`src/rtl/clint.sv`:
```
// Core-local trap sequencer: takes ecall, mret and timer interrupts at commit.
// Ports: commit (cmt_*), CSR state inputs (csr_*, *_int_*), CSR write port
// (clint_*_wen_o/wdata_o), fetch hold and redirect (clint_hold_o,
// clint_redirect_o, clint_redirect_pc_o). Sync active-high reset rst.
module clint (
    input  logic        clk,
    input  logic        rst,
    input  logic        cmt_valid_i,
    input  logic [63:0] cmt_pc_i,
    input  logic [63:0] cmt_next_pc_i,
    input  logic        cmt_ecall_i,
    input  logic        cmt_mret_i,
    input  logic        cpu_csr_wen_i,
    input  logic [63:0] csr_mtvec_i,
    input  logic [63:0] csr_mepc_i,
    input  logic [63:0] csr_mstatus_i,
    input  logic        global_int_en_i,
    input  logic        mtime_int_en_i,
    input  logic        mtime_int_pend_i,
    output logic        clint_mepc_wen_o,
    output logic [63:0] clint_mepc_wdata_o,
    output logic        clint_mcause_wen_o,
    output logic [63:0] clint_mcause_wdata_o,
    output logic        clint_mstatus_wen_o,
    output logic [63:0] clint_mstatus_wdata_o,
    output logic        clint_hold_o,
    output logic        clint_redirect_o,
    output logic [63:0] clint_redirect_pc_o
);

    typedef enum logic [1:0] {S_IDLE, S_WRITE, S_REDIRECT} state_t;
    typedef enum logic [1:0] {K_INT, K_ECALL, K_MRET} kind_t;

    localparam logic [63:0] CAUSE_MTI   = 64'h8000_0000_0000_0007;
    localparam logic [63:0] CAUSE_ECALL = 64'd11;

    state_t      state, state_n;
    kind_t       kind, kind_n;
    logic [63:0] epc_q, epc_n;
    logic [63:0] cause_q, cause_n;
    logic [63:0] mstatus_q, mstatus_n;
    logic        accept;

    logic take_int, take_ecall, take_mret;
    logic [63:0] ms_trap, ms_mret;

    // Interrupt wins over ecall and mret on the same commit.
    assign take_int   = cmt_valid_i & global_int_en_i
                      & mtime_int_en_i & mtime_int_pend_i;
    assign take_ecall = cmt_valid_i & cmt_ecall_i & ~take_int;
    assign take_mret  = cmt_valid_i & cmt_mret_i & ~take_int & ~cmt_ecall_i;

    always_comb begin
        ms_trap        = csr_mstatus_i;
        ms_trap[7]     = csr_mstatus_i[3];
        ms_trap[3]     = 1'b0;
        ms_trap[12:11] = 2'b11;
        ms_mret        = csr_mstatus_i;
        ms_mret[3]     = csr_mstatus_i[7];
        ms_mret[7]     = 1'b1;
        ms_mret[12:11] = 2'b11;
    end

    always_ff @(posedge clk) begin
        if (rst) begin
            state     <= S_IDLE;
            kind      <= K_INT;
            epc_q     <= '0;
            cause_q   <= '0;
            mstatus_q <= '0;
        end else begin
            state <= state_n;
            if (accept) begin
                kind      <= kind_n;
                epc_q     <= epc_n;
                cause_q   <= cause_n;
                mstatus_q <= mstatus_n;
            end
        end
    end

    always_comb begin
        state_n   = state;
        kind_n    = kind;
        epc_n     = epc_q;
        cause_n   = cause_q;
        mstatus_n = mstatus_q;
        accept    = 1'b0;
        unique case (state)
            S_IDLE: begin
                unique case (1'b1)
                    take_int: begin
                        accept    = 1'b1;
                        kind_n    = K_INT;
                        epc_n     = cmt_next_pc_i;
                        cause_n   = CAUSE_MTI;
                        mstatus_n = ms_trap;
                    end
                    take_ecall: begin
                        accept    = 1'b1;
                        kind_n    = K_ECALL;
                        epc_n     = cmt_pc_i;
                        cause_n   = CAUSE_ECALL;
                        mstatus_n = ms_trap;
                    end
                    take_mret: begin
                        accept    = 1'b1;
                        kind_n    = K_MRET;
                        mstatus_n = ms_mret;
                    end
                    default: ;
                endcase
                if (accept) state_n = S_WRITE;
            end
            // CPU CSR writes take priority in the CSR file; wait them out.
            S_WRITE:    if (!cpu_csr_wen_i) state_n = S_REDIRECT;
            S_REDIRECT: state_n = S_IDLE;
            default:    state_n = S_IDLE;
        endcase
    end

    always_comb begin
        clint_mepc_wen_o      = 1'b0;
        clint_mcause_wen_o    = 1'b0;
        clint_mstatus_wen_o   = 1'b0;
        clint_mepc_wdata_o    = '0;
        clint_mcause_wdata_o  = '0;
        clint_mstatus_wdata_o = '0;
        clint_redirect_o      = 1'b0;
        clint_redirect_pc_o   = '0;
        clint_hold_o          = (state != S_IDLE);
        if (state == S_WRITE) begin
            clint_mepc_wdata_o    = epc_q;
            clint_mcause_wdata_o  = cause_q;
            clint_mstatus_wdata_o = mstatus_q;
            clint_mstatus_wen_o   = 1'b1;
            clint_mepc_wen_o      = (kind != K_MRET);
            clint_mcause_wen_o    = (kind != K_MRET);
        end
        if (state == S_REDIRECT) begin
            clint_redirect_o = 1'b1;
            if (kind == K_MRET) clint_redirect_pc_o = csr_mepc_i;
            else                clint_redirect_pc_o = {csr_mtvec_i[63:2], 2'b00};
        end
    end

endmodule
```
`config.mk`:
```
export PLATFORM = sky130hd
export DESIGN_NAME = clint
export DESIGN_NICKNAME = d
export VERILOG_FILES = /design/src/rtl/clint.sv
export SDC_FILE = /design/constraint.sdc
export NUM_CORES = 1
export LEC_CHECK = 0
export BUFFER_PORTS_ARGS = -buffer_cell sky130_fd_sc_hd__buf_4
export CAP_MARGIN = 0
export CORE_AREA = 2 2 233 235
export DETAILED_ROUTE_END_ITERATION = 12
export DIE_AREA = 0 0 235 237
export SETUP_SLACK_MARGIN = 0.5
export SYNTH_ARGS = -nofsm -noshare
export SYNTH_HDL_FRONTEND = slang
export SYNTH_SLANG_ARGS = --single-unit
```
`constraint.sdc`:
```
create_clock -name clk -period 1.8 [get_ports clk]
set_clock_uncertainty 0.1 [all_clocks]
set_input_delay 0.27 -clock clk [delete_from_list [all_inputs] [get_ports clk]]
set_output_delay 0.27 -clock clk [all_outputs]
set_load 0.005 [all_outputs]
```
### Word level (Yosys, flattened, before mapping)

Index checks and enable logic that the tools add are counted.

* register bits: 196
* input bits: 329
* output and inout bits: 261
* logic and storage cells: 50

* eq/ne operators: 6
* muxes and demuxes: 18
* bitwise gates (word level): 10
* reductions and logical operators: 11

Operators with widths (number)
* 64-bit one-hot mux with 2 select lines: 3
* 64-bit 2-to-1 mux: 5
* 3-bit AND reduction: 3
* 1-bit AND: 8
* 1-bit 2-to-1 mux: 6
* 2-bit inequality test (second input constant): 3
* 2-bit one-hot mux with 3 select lines: 1
* 2-bit nonzero test: 3
* 2-bit == test (second input constant): 2
* 2-bit 2-to-1 mux: 2
* 2-bit one-hot mux with 2 select lines: 1
* 3-bit nonzero test: 1
* 3-bit OR reduction: 1
* 2-bit by 1-bit == test with 1-bit output (second input constant): 1
* 2-bit zero test: 1
* 1-bit NOT: 2
* 2-bit AND reduction: 1
* 2-bit OR reduction: 1

### Depth between registers and ports, before layout

Gate-level depths: netlist of run 1.

* depth in word-level cells: 11
* mapped depth: 6
* mapped depth without buffers: 4

### Worst setup path after synthesis of run 1

No wires, ideal clock.

* path kind: reg-to-output
* start point: register state[1]
* end point: output clint_mcause_wdata_o[1]
* arrival: 1.365 ns
* required time: 1.430 ns
* path slack: 0.065 ns
* stages on the path, launching flop included: 7
* buffers on the path: 3
* cells stage by stage: dfxtp_1 nand2b_1 inv_1 clkbuf_1 clkbuf_1 and2_1 buf_4

* longest elaborated chain between the ends: 2

Ends and longest elaborated chain
* start: declaration: line 37 `state_t state, state_n;`
* start signal: assignment: line 72 `state <= state_n;`
* 2-bit by 1-bit == test with 1-bit output: line 132 `if (state == S_WRITE) begin`
* 64-bit 2-to-1 mux: line 132
* end: declaration: line 23 `output logic [63:0] clint_mcause_wdata_o,`

No other way between the ends.

### Final worst setup path of run 1

* start point: register kind[1]
* end point: output clint_redirect_pc_o[43]

* longest elaborated chain between the ends: 3

Ends and longest elaborated chain
* start: declaration: line 38 `kind_t kind, kind_n;`
* start signal: assignment: line 74 `kind <= kind_n;`
* 2-bit == test: line 142 `if (kind == K_MRET) clint_redirect_pc_o = csr_mepc_i;`
* 64-bit 2-to-1 mux: line 142
* 64-bit 2-to-1 mux: line 140 `if (state == S_REDIRECT) begin`
* end: declaration: line 28 `output logic [63:0] clint_redirect_pc_o`

No other way between the ends.

==> flow_results.xml, run 1 <==
<?xml version="1.0" encoding="UTF-8"?>
<metrics>
  <group name="run_status">
    <metric name="status" unit="">finished with violations</metric>
    <metric name="failed_checks" unit="">negative setup slack</metric>
  </group>
  <group name="place">
    <metric name="finalWeightedCongestion" unit="">0.926</metric>
    <metric name="buffer_ports.inserted" unit="">526</metric>
    <metric name="dp.final_hpwl" unit="mm">32.4</metric>
  </group>
  <group name="final_layout">
    <metric name="finalNetCount" unit="">2038</metric>
    <metric name="layout_commonest_cell" unit="">sky130_fd_sc_hd__buf_4</metric>
    <metric name="areaGrowthSynthToFinish" unit="%">100</metric>
    <metric name="most-common-layout-cells" unit="">sky130_fd_sc_hd__buf_4, sky130_fd_sc_hd__nand2_1, sky130_fd_sc_hd__dfxtp_1, sky130_fd_sc_hd__mux2i_1, sky130_fd_sc_hd__and2_4</metric>
    <metric name="drive_gt1_share" unit="%">55.5</metric>
    <metric name="layout.filler_cells" unit="">5467</metric>
    <metric name="final_core_density" unit="%">31.9</metric>
  </group>
  <group name="yosys">
    <metric name="post_synth_instance_area" unit="mm2">0.00848</metric>
    <metric name="synth.yosys.warnings" unit="">0</metric>
    <metric name="ys_types" unit="">33</metric>
    <metric name="seq_area_frac_synth" unit="%">31.6</metric>
    <metric name="syn_area_per_cell" unit="um2">7.73</metric>
    <metric name="netlist_instances" unit="">1098</metric>
    <metric name="yosys_register_bits" unit="">134</metric>
  </group>
  <group name="global_routing">
    <metric name="grt_antenna_before_repair" unit="">8</metric>
    <metric name="gr-total-overflow" unit="">0</metric>
    <metric name="groute.usage.overall" unit="%">15.2</metric>
    <metric name="vias_in_the_first_global_route" unit="">10300</metric>
    <metric name="grt_pass1_wl" unit="mm">63.0</metric>
    <metric name="grt_max_degree" unit="">72</metric>
  </group>
  <group name="power_and_ir_drop">
    <metric name="combPwrFrac" unit="%">30.3</metric>
    <metric name="power.internal" unit="W">0.00694</metric>
    <metric name="p_switching" unit="W">0.00303</metric>
    <metric name="p_leak" unit="nW">8.02</metric>
    <metric name="sw_frac_of_total" unit="%">30.4</metric>
    <metric name="ir_drop" unit="mV">0.647</metric>
    <metric name="seq_power_share" unit="%">33.4</metric>
    <metric name="power-per-cell-area" unit="mW/mm2">587</metric>
    <metric name="clock_power_share" unit="%">36.3</metric>
    <metric name="pwr_total" unit="W">0.00997</metric>
  </group>
  <group name="detailed_routing">
    <metric name="routed_via_count" unit="">10100</metric>
    <metric name="route.detailed.vias_per_inst" unit="">4.19</metric>
    <metric name="wire_per_inst" unit="um">18.6</metric>
    <metric name="drt_iter0_drc" unit="">301</metric>
    <metric name="wl" unit="mm">45.1</metric>
    <metric name="drt_drc_violations_left" unit="">0</metric>
    <metric name="drt-pass1-iter-count" unit="">5</metric>
    <metric name="final_ant_viol_nets" unit="">0</metric>
  </group>
  <group name="floorplanning">
    <metric name="i_o_pin_cnt" unit="">590</metric>
    <metric name="floorplan.die.width" unit="um">235</metric>
    <metric name="start_util" unit="%">15.9</metric>
    <metric name="core_area" unit="mm2">0.0533</metric>
    <metric name="row_count" unit="">85</metric>
    <metric name="die_area" unit="mm2">0.0557</metric>
    <metric name="die_h" unit="um">237</metric>
  </group>
  <group name="sta">
    <metric name="relSlewSlack" unit="%">66.6</metric>
    <metric name="setup_slack" unit="ps">-357</metric>
    <metric name="maxClockFrequency" unit="GHz">0.464</metric>
    <metric name="maxSlewViolCount" unit="">0</metric>
    <metric name="whs" unit="ps">61.2</metric>
    <metric name="grt_setup_unrepaired" unit="">true</metric>
    <metric name="setup_viol" unit="">243</metric>
    <metric name="final.min_clock_period" unit="ps">2160</metric>
    <metric name="worst_pin_slew" unit="ps">502</metric>
    <metric name="finalHoldViolCount" unit="">0</metric>
    <metric name="finalCritPeriodShare" unit="%">120</metric>
  </group>
  <group name="clock_tree">
    <metric name="clock_tree_from_tritoncts" unit="">done</metric>
    <metric name="cts-htree-levels" unit="">4</metric>
    <metric name="clock_path_buffers" unit="">2</metric>
    <metric name="path_clk_slew" unit="ps">60</metric>
    <metric name="cts_inserted_buffers" unit="">17</metric>
    <metric name="cts.sink_count" unit="">134</metric>
    <metric name="clock-root-buffer" unit="">sky130_fd_sc_hd__clkbuf_16</metric>
    <metric name="clock_latency" unit="ps">460</metric>
  </group>
  <group name="min_path">
    <metric name="hold_path.startpoint" unit="">cmt_next_pc_i[31]</metric>
    <metric name="min_delay_path_depth" unit="">3</metric>
    <metric name="worstHoldPathType" unit="">in -&gt; reg</metric>
    <metric name="hold_end" unit="">epc_q[31]</metric>
  </group>
  <group name="setup_path">
    <metric name="worst-endpoint-arrival" unit="ps">1790</metric>
    <metric name="worst_setup_path_start_kind" unit="">flop</metric>
    <metric name="rr_startpoint" unit="">state[1]</metric>
    <metric name="reg2reg_slack" unit="ps">-60</metric>
    <metric name="critical_path.max_fanout" unit="">6</metric>
    <metric name="timing.reg2reg.worst_path_depth" unit="">5</metric>
    <metric name="r2r_end" unit="">mstatus_q[43]</metric>
    <metric name="timing.critical_path.required" unit="ps">1430</metric>
    <metric name="criticalPathCategory" unit="">reg -&gt; out</metric>
    <metric name="critPathCaptureType" unit="">output port</metric>
  </group>
  <group name="flow_run">
    <metric name="max_cap_violations" unit="">0</metric>
  </group>
</metrics>
==> kinds of logic after synthesis <==
group / count (synthesis) / share of synthesized area, %
AND/OR/NAND/NOR: 460 / 27.8
AO/OA/AOI/OAI: 206 / 14.4
buffers and inverters: 173 / 11.5
flip-flops: 134 / 31.6
multiplexers: 124 / 14.6
other: 1 / 0.0442
==> cell usage after synthesis <==
cell,n,area [um2]
sky130_fd_sc_hd__nor2_8,1,20.0
sky130_fd_sc_hd__mux2i_1,124,1240
sky130_fd_sc_hd__buf_2,14,70.1
sky130_fd_sc_hd__conb_1,1,3.75
sky130_fd_sc_hd__and3_1,2,12.5
sky130_fd_sc_hd__clkbuf_1,73,274
sky130_fd_sc_hd__a31o_2,1,8.76
sky130_fd_sc_hd__or2_2,1,6.26
sky130_fd_sc_hd__buf_6,6,67.6
sky130_fd_sc_hd__nand2b_1,3,18.8
sky130_fd_sc_hd__nand2_1,247,927
sky130_fd_sc_hd__o21a_1,1,7.51
sky130_fd_sc_hd__a311oi_2,1,15.0
sky130_fd_sc_hd__nor2_1,4,15.0
sky130_fd_sc_hd__buf_4,70,526
sky130_fd_sc_hd__buf_1,6,22.5
sky130_fd_sc_hd__clkinv_1,1,3.75
sky130_fd_sc_hd__nand4_1,3,18.8
sky130_fd_sc_hd__a21oi_1,131,656
sky130_fd_sc_hd__o211a_1,1,10.0
sky130_fd_sc_hd__a211oi_1,66,495
sky130_fd_sc_hd__and2_1,130,813
sky130_fd_sc_hd__or3b_4,1,11.3
sky130_fd_sc_hd__o221a_2,1,11.3
sky130_fd_sc_hd__nor2b_1,1,6.26
sky130_fd_sc_hd__inv_1,3,11.3
sky130_fd_sc_hd__o21ai_0,3,15.0
sky130_fd_sc_hd__a31oi_1,1,6.26
sky130_fd_sc_hd__nor3_1,1,5.00
sky130_fd_sc_hd__nor3b_2,1,12.5
sky130_fd_sc_hd__nand3b_1,64,480
sky130_fd_sc_hd__dfxtp_1,134,2680
sky130_fd_sc_hd__or3b_2,1,8.76
==> power groups by stage <==
| stage | clock network [W] | registers (W) | logic [W] |
|---|---|---|---|
| after floorplan | 0 | 0.00335 | 0.00130 |
| after CTS | 0.00378 | 0.00332 | 0.00276 |
| after global routing | 0.00388 | 0.00336 | 0.00323 |
| after global placement | 0 | 0.00338 | 0.00220 |
| final | 0.00362 | 0.00333 | 0.00302 |
| after detailed placement | 0 | 0.00339 | 0.00223 |
==> flip-flops by register name, indices dropped and copies added, names as in the netlist <==
| name | cells |
|---|---|
| cause_q | 3 |
| mstatus_q | 63 |
| epc_q | 64 |
| kind | 2 |
| state | 2 |
==> critical path, cell delays in order, from the launching register on <==
cell	delay, ps
sky130_fd_sc_hd__dfxtp_4	350
sky130_fd_sc_hd__nor2b_4	160
sky130_fd_sc_hd__buf_12	150
sky130_fd_sc_hd__buf_12	160
sky130_fd_sc_hd__clkbuf_16	170
sky130_fd_sc_hd__nand2_4	50
sky130_fd_sc_hd__a21oi_2	150
sky130_fd_sc_hd__buf_4	130
==> layer usage <==
metal  vias to the layer above  routed length, um  GRT usage, %
li1                       4829                  -             -
met1                      4780              16600          15.6
met2                       445              24300          29.2
met3                        76               2790          4.36
met4                         0               1340          5.08
met5                         -                  0             0
==> timing repair <==
| item | in CTS | in global routing |
|---|---|---|
| cloned | 15 | 13 |
| hold endpoints to repair | 64 | 0 |
| pin swaps | 32 | 72 |
| endpoints found under the setup margin | 334 | 335 |
| resized for setup | 186 | 97 |
| hold buffers | 64 | 0 |
| buffers inserted | 20 | 7 |
==> area by class of cell <==
cell class	count	area [um2]	share of cell area, %
Tap cell	696	871	5.12
Clock buffer	17	425	2.50
Clock inverter	15	168	0.987
Multi-Input combinational cell	849	6080	35.8
Inverter	4	30.0	0.177
Timing Repair Buffer	703	6720	39.5
Antenna cell	2	5.00	0.0294
Sequential cell	134	2690	15.8
==> stage by stage <==
step | setup slack [ps] | instance area (um2) | setup TNS, ps | instances
finish | -357 | 17000 | -44850 | 2420
global route | -430 | 17000 | -67790 | 2420
CTS | -355 | 16200 | -59960 | 2398
detailed placement | 37.0 | 13800 | 0 | 2267
global placement | 80.4 | 13800 | 0 | 2267
floorplan | 334 | 9650 | 0 | 1156
==> how the worst max path moves through the flow <==
stage | from | to | slack, ps | depth (start not counted)
after floorplan | state[1] | clint_mcause_wdata_o[1] | 330 | 6
after global placement | kind[1] | clint_redirect_pc_o[62] | 80 | 6
after detailed placement | cmt_valid_i | mstatus_q[48] | 40 | 5
after CTS | kind[1] | clint_redirect_pc_o[46] | -360 | 7
after global routing | kind[1] | clint_redirect_pc_o[43] | -430 | 7
final | kind[1] | clint_redirect_pc_o[43] | -360 | 7
Note: power is estimated with default switching activity, not from simulation.
==> run 2, diff against run 1 <==
- SKIP_CTS_REPAIR_TIMING: not set -> 1
==> flow_results.xml, run 2 (synthesis gave the netlist of run 1 again) <==
<?xml version="1.0" encoding="UTF-8"?>
<metrics>
  <group name="clock_tree">
    <metric name="cts.sink_count" unit="">134</metric>
    <metric name="path_clk_slew" unit="ps">60</metric>
    <metric name="cts_inserted_buffers" unit="">17</metric>
    <metric name="clock_path_buffers" unit="">2</metric>
    <metric name="clock_tree_from_tritoncts" unit="">done</metric>
    <metric name="clock-root-buffer" unit="">sky130_fd_sc_hd__clkbuf_16</metric>
    <metric name="cts-htree-levels" unit="">4</metric>
    <metric name="clock_latency" unit="ps">460</metric>
  </group>
  <group name="floorplanning">
    <metric name="start_util" unit="%">15.9</metric>
    <metric name="core_area" unit="mm2">0.0533</metric>
    <metric name="floorplan.die.width" unit="um">235</metric>
    <metric name="die_area" unit="mm2">0.0557</metric>
    <metric name="row_count" unit="">85</metric>
    <metric name="die_h" unit="um">237</metric>
    <metric name="i_o_pin_cnt" unit="">590</metric>
  </group>
  <group name="detailed_routing">
    <metric name="drt-pass1-iter-count" unit="">4</metric>
    <metric name="drt_drc_violations_left" unit="">0</metric>
    <metric name="drt_iter0_drc" unit="">294</metric>
    <metric name="wl" unit="mm">45.5</metric>
    <metric name="final_ant_viol_nets" unit="">0</metric>
    <metric name="route.detailed.vias_per_inst" unit="">4.20</metric>
    <metric name="wire_per_inst" unit="um">18.8</metric>
    <metric name="routed_via_count" unit="">10100</metric>
  </group>
  <group name="power_and_ir_drop">
    <metric name="sw_frac_of_total" unit="%">30.5</metric>
    <metric name="p_switching" unit="W">0.00304</metric>
    <metric name="pwr_total" unit="W">0.00998</metric>
    <metric name="ir_drop" unit="mV">0.666</metric>
    <metric name="power.internal" unit="W">0.00694</metric>
    <metric name="seq_power_share" unit="%">33.4</metric>
    <metric name="p_leak" unit="nW">8.02</metric>
    <metric name="power-per-cell-area" unit="mW/mm2">584</metric>
    <metric name="clock_power_share" unit="%">36.5</metric>
    <metric name="combPwrFrac" unit="%">30.2</metric>
  </group>
  <group name="global_routing">
    <metric name="grt_antenna_before_repair" unit="">8</metric>
    <metric name="groute.usage.overall" unit="%">13.7</metric>
    <metric name="gr-total-overflow" unit="">0</metric>
    <metric name="grt_max_degree" unit="">72</metric>
    <metric name="vias_in_the_first_global_route" unit="">9505</metric>
    <metric name="grt_pass1_wl" unit="mm">57.2</metric>
  </group>
  <group name="final_layout">
    <metric name="areaGrowthSynthToFinish" unit="%">101</metric>
    <metric name="layout_commonest_cell" unit="">sky130_fd_sc_hd__buf_4</metric>
    <metric name="drive_gt1_share" unit="%">54.7</metric>
    <metric name="final_core_density" unit="%">32.1</metric>
    <metric name="most-common-layout-cells" unit="">sky130_fd_sc_hd__buf_4, sky130_fd_sc_hd__nand2_1, sky130_fd_sc_hd__buf_6, sky130_fd_sc_hd__dfxtp_1, sky130_fd_sc_hd__mux2i_1</metric>
    <metric name="max_flop_register" unit="">epc_q</metric>
    <metric name="reg.largest.list" unit="">epc_q: 64 flops, mstatus_q: 63 flops, cause_q: 3 flops</metric>
    <metric name="finalNetCount" unit="">2034</metric>
    <metric name="largest_reg_flops" unit="">64</metric>
  </group>
  <group name="min_path">
    <metric name="worstHoldPathType" unit="">in -&gt; reg</metric>
    <metric name="hold_path.startpoint" unit="">cmt_mret_i</metric>
  </group>
  <group name="setup_path">
    <metric name="rr_startpoint" unit="">state[1]</metric>
    <metric name="criticalPathCategory" unit="">reg -&gt; out</metric>
    <metric name="worst-endpoint-arrival" unit="ps">1760</metric>
    <metric name="worst_setup_path_start_kind" unit="">flop</metric>
    <metric name="critPathCaptureType" unit="">output port</metric>
    <metric name="critPathLaunch" unit="">kind[1]</metric>
    <metric name="reg2reg_slack" unit="ps">-60</metric>
    <metric name="critical_path.max_fanout" unit="">7</metric>
    <metric name="timing.critical_path.required" unit="ps">1430</metric>
  </group>
  <group name="sta">
    <metric name="setup-tns-final" unit="ps">-48240</metric>
    <metric name="relSlewSlack" unit="%">64.5</metric>
    <metric name="maxSlewViolCount" unit="">0</metric>
    <metric name="setup_slack" unit="ps">-334</metric>
    <metric name="setup_viol" unit="">212</metric>
    <metric name="worst_pin_slew" unit="ps">532</metric>
    <metric name="finalHoldViolCount" unit="">0</metric>
    <metric name="maxClockFrequency" unit="GHz">0.469</metric>
    <metric name="grt_setup_unrepaired" unit="">true</metric>
    <metric name="finalCritPeriodShare" unit="%">119</metric>
    <metric name="final.min_clock_period" unit="ps">2130</metric>
  </group>
  <group name="run_status">
    <metric name="status" unit="">finished with violations</metric>
    <metric name="failed_checks" unit="">negative setup slack</metric>
  </group>
  <group name="place">
    <metric name="finalWeightedCongestion" unit="">0.926</metric>
    <metric name="buffer_ports.inserted" unit="">526</metric>
    <metric name="dp.final_hpwl" unit="mm">32.4</metric>
  </group>
  <group name="flow_run">
    <metric name="max_cap_violations" unit="">0</metric>
  </group>
</metrics>
run 2: critical path: stages (launching register included):
cell and delay (ps):
sky130_fd_sc_hd__dfxtp_4 370, sky130_fd_sc_hd__nor2b_4 160, sky130_fd_sc_hd__buf_12 130, sky130_fd_sc_hd__buf_12 130, sky130_fd_sc_hd__buf_12 130, sky130_fd_sc_hd__nand2_1 60
sky130_fd_sc_hd__a21oi_2 160, sky130_fd_sc_hd__buf_4 140
run 2: cell type report:
| cell class | count | area, um2 |
|---|---|---|
| diodes | 3 | 7.51 |
| clock buffers | 17 | 425 |
| clock inverters | 15 | 168 |
| fillers | 5475 | 36200 |
| inverters | 4 | 35.0 |
| multi-input cells | 849 | 5990 |
| flip-flops and latches | 134 | 2700 |
| well taps | 696 | 871 |
| repair buffers | 699 | 6890 |
run 2: metrics by stage:
stage	worst slack, ps	instances	instance area [um2]	hold WS, ps
after global placement	80.4	2267	13800	339
after detailed placement	37.0	2267	13800	344
after global routing	-399	2416	17100	14.4
after CTS	-468	2299	14400	-179
after floorplan	334	1156	9650	241
final	-334	2417	17100	37.3
run 2: final timing paths:
check                                                to  depth (start not counted)
worst max-delay path            clint_redirect_pc_o[63]                          7
worst min-delay path                       mstatus_q[3]                          3
worst max register to register            mstatus_q[48]                          7
worst min register to register            mstatus_q[44]                          2
run 2: power groups by stage:
stage	clock, W	sequential (W)	combinational (W)
floorplan	0	0.00335	0.00130
global placement	0	0.00338	0.00220
detailed placement	0	0.00339	0.00223
CTS	0.00378	0.00333	0.00224
global route	0.00388	0.00336	0.00321
finish	0.00364	0.00333	0.00301
run 2: routing by layer:
layer	vias up	part of all wire, %	global-route usage [%]
met5	-	0	0
met4	0	3.9	4.24
met3	89	6.9	4.52
met2	448	52	26.0
met1	4790	37	14.0
li1	4820	-	-
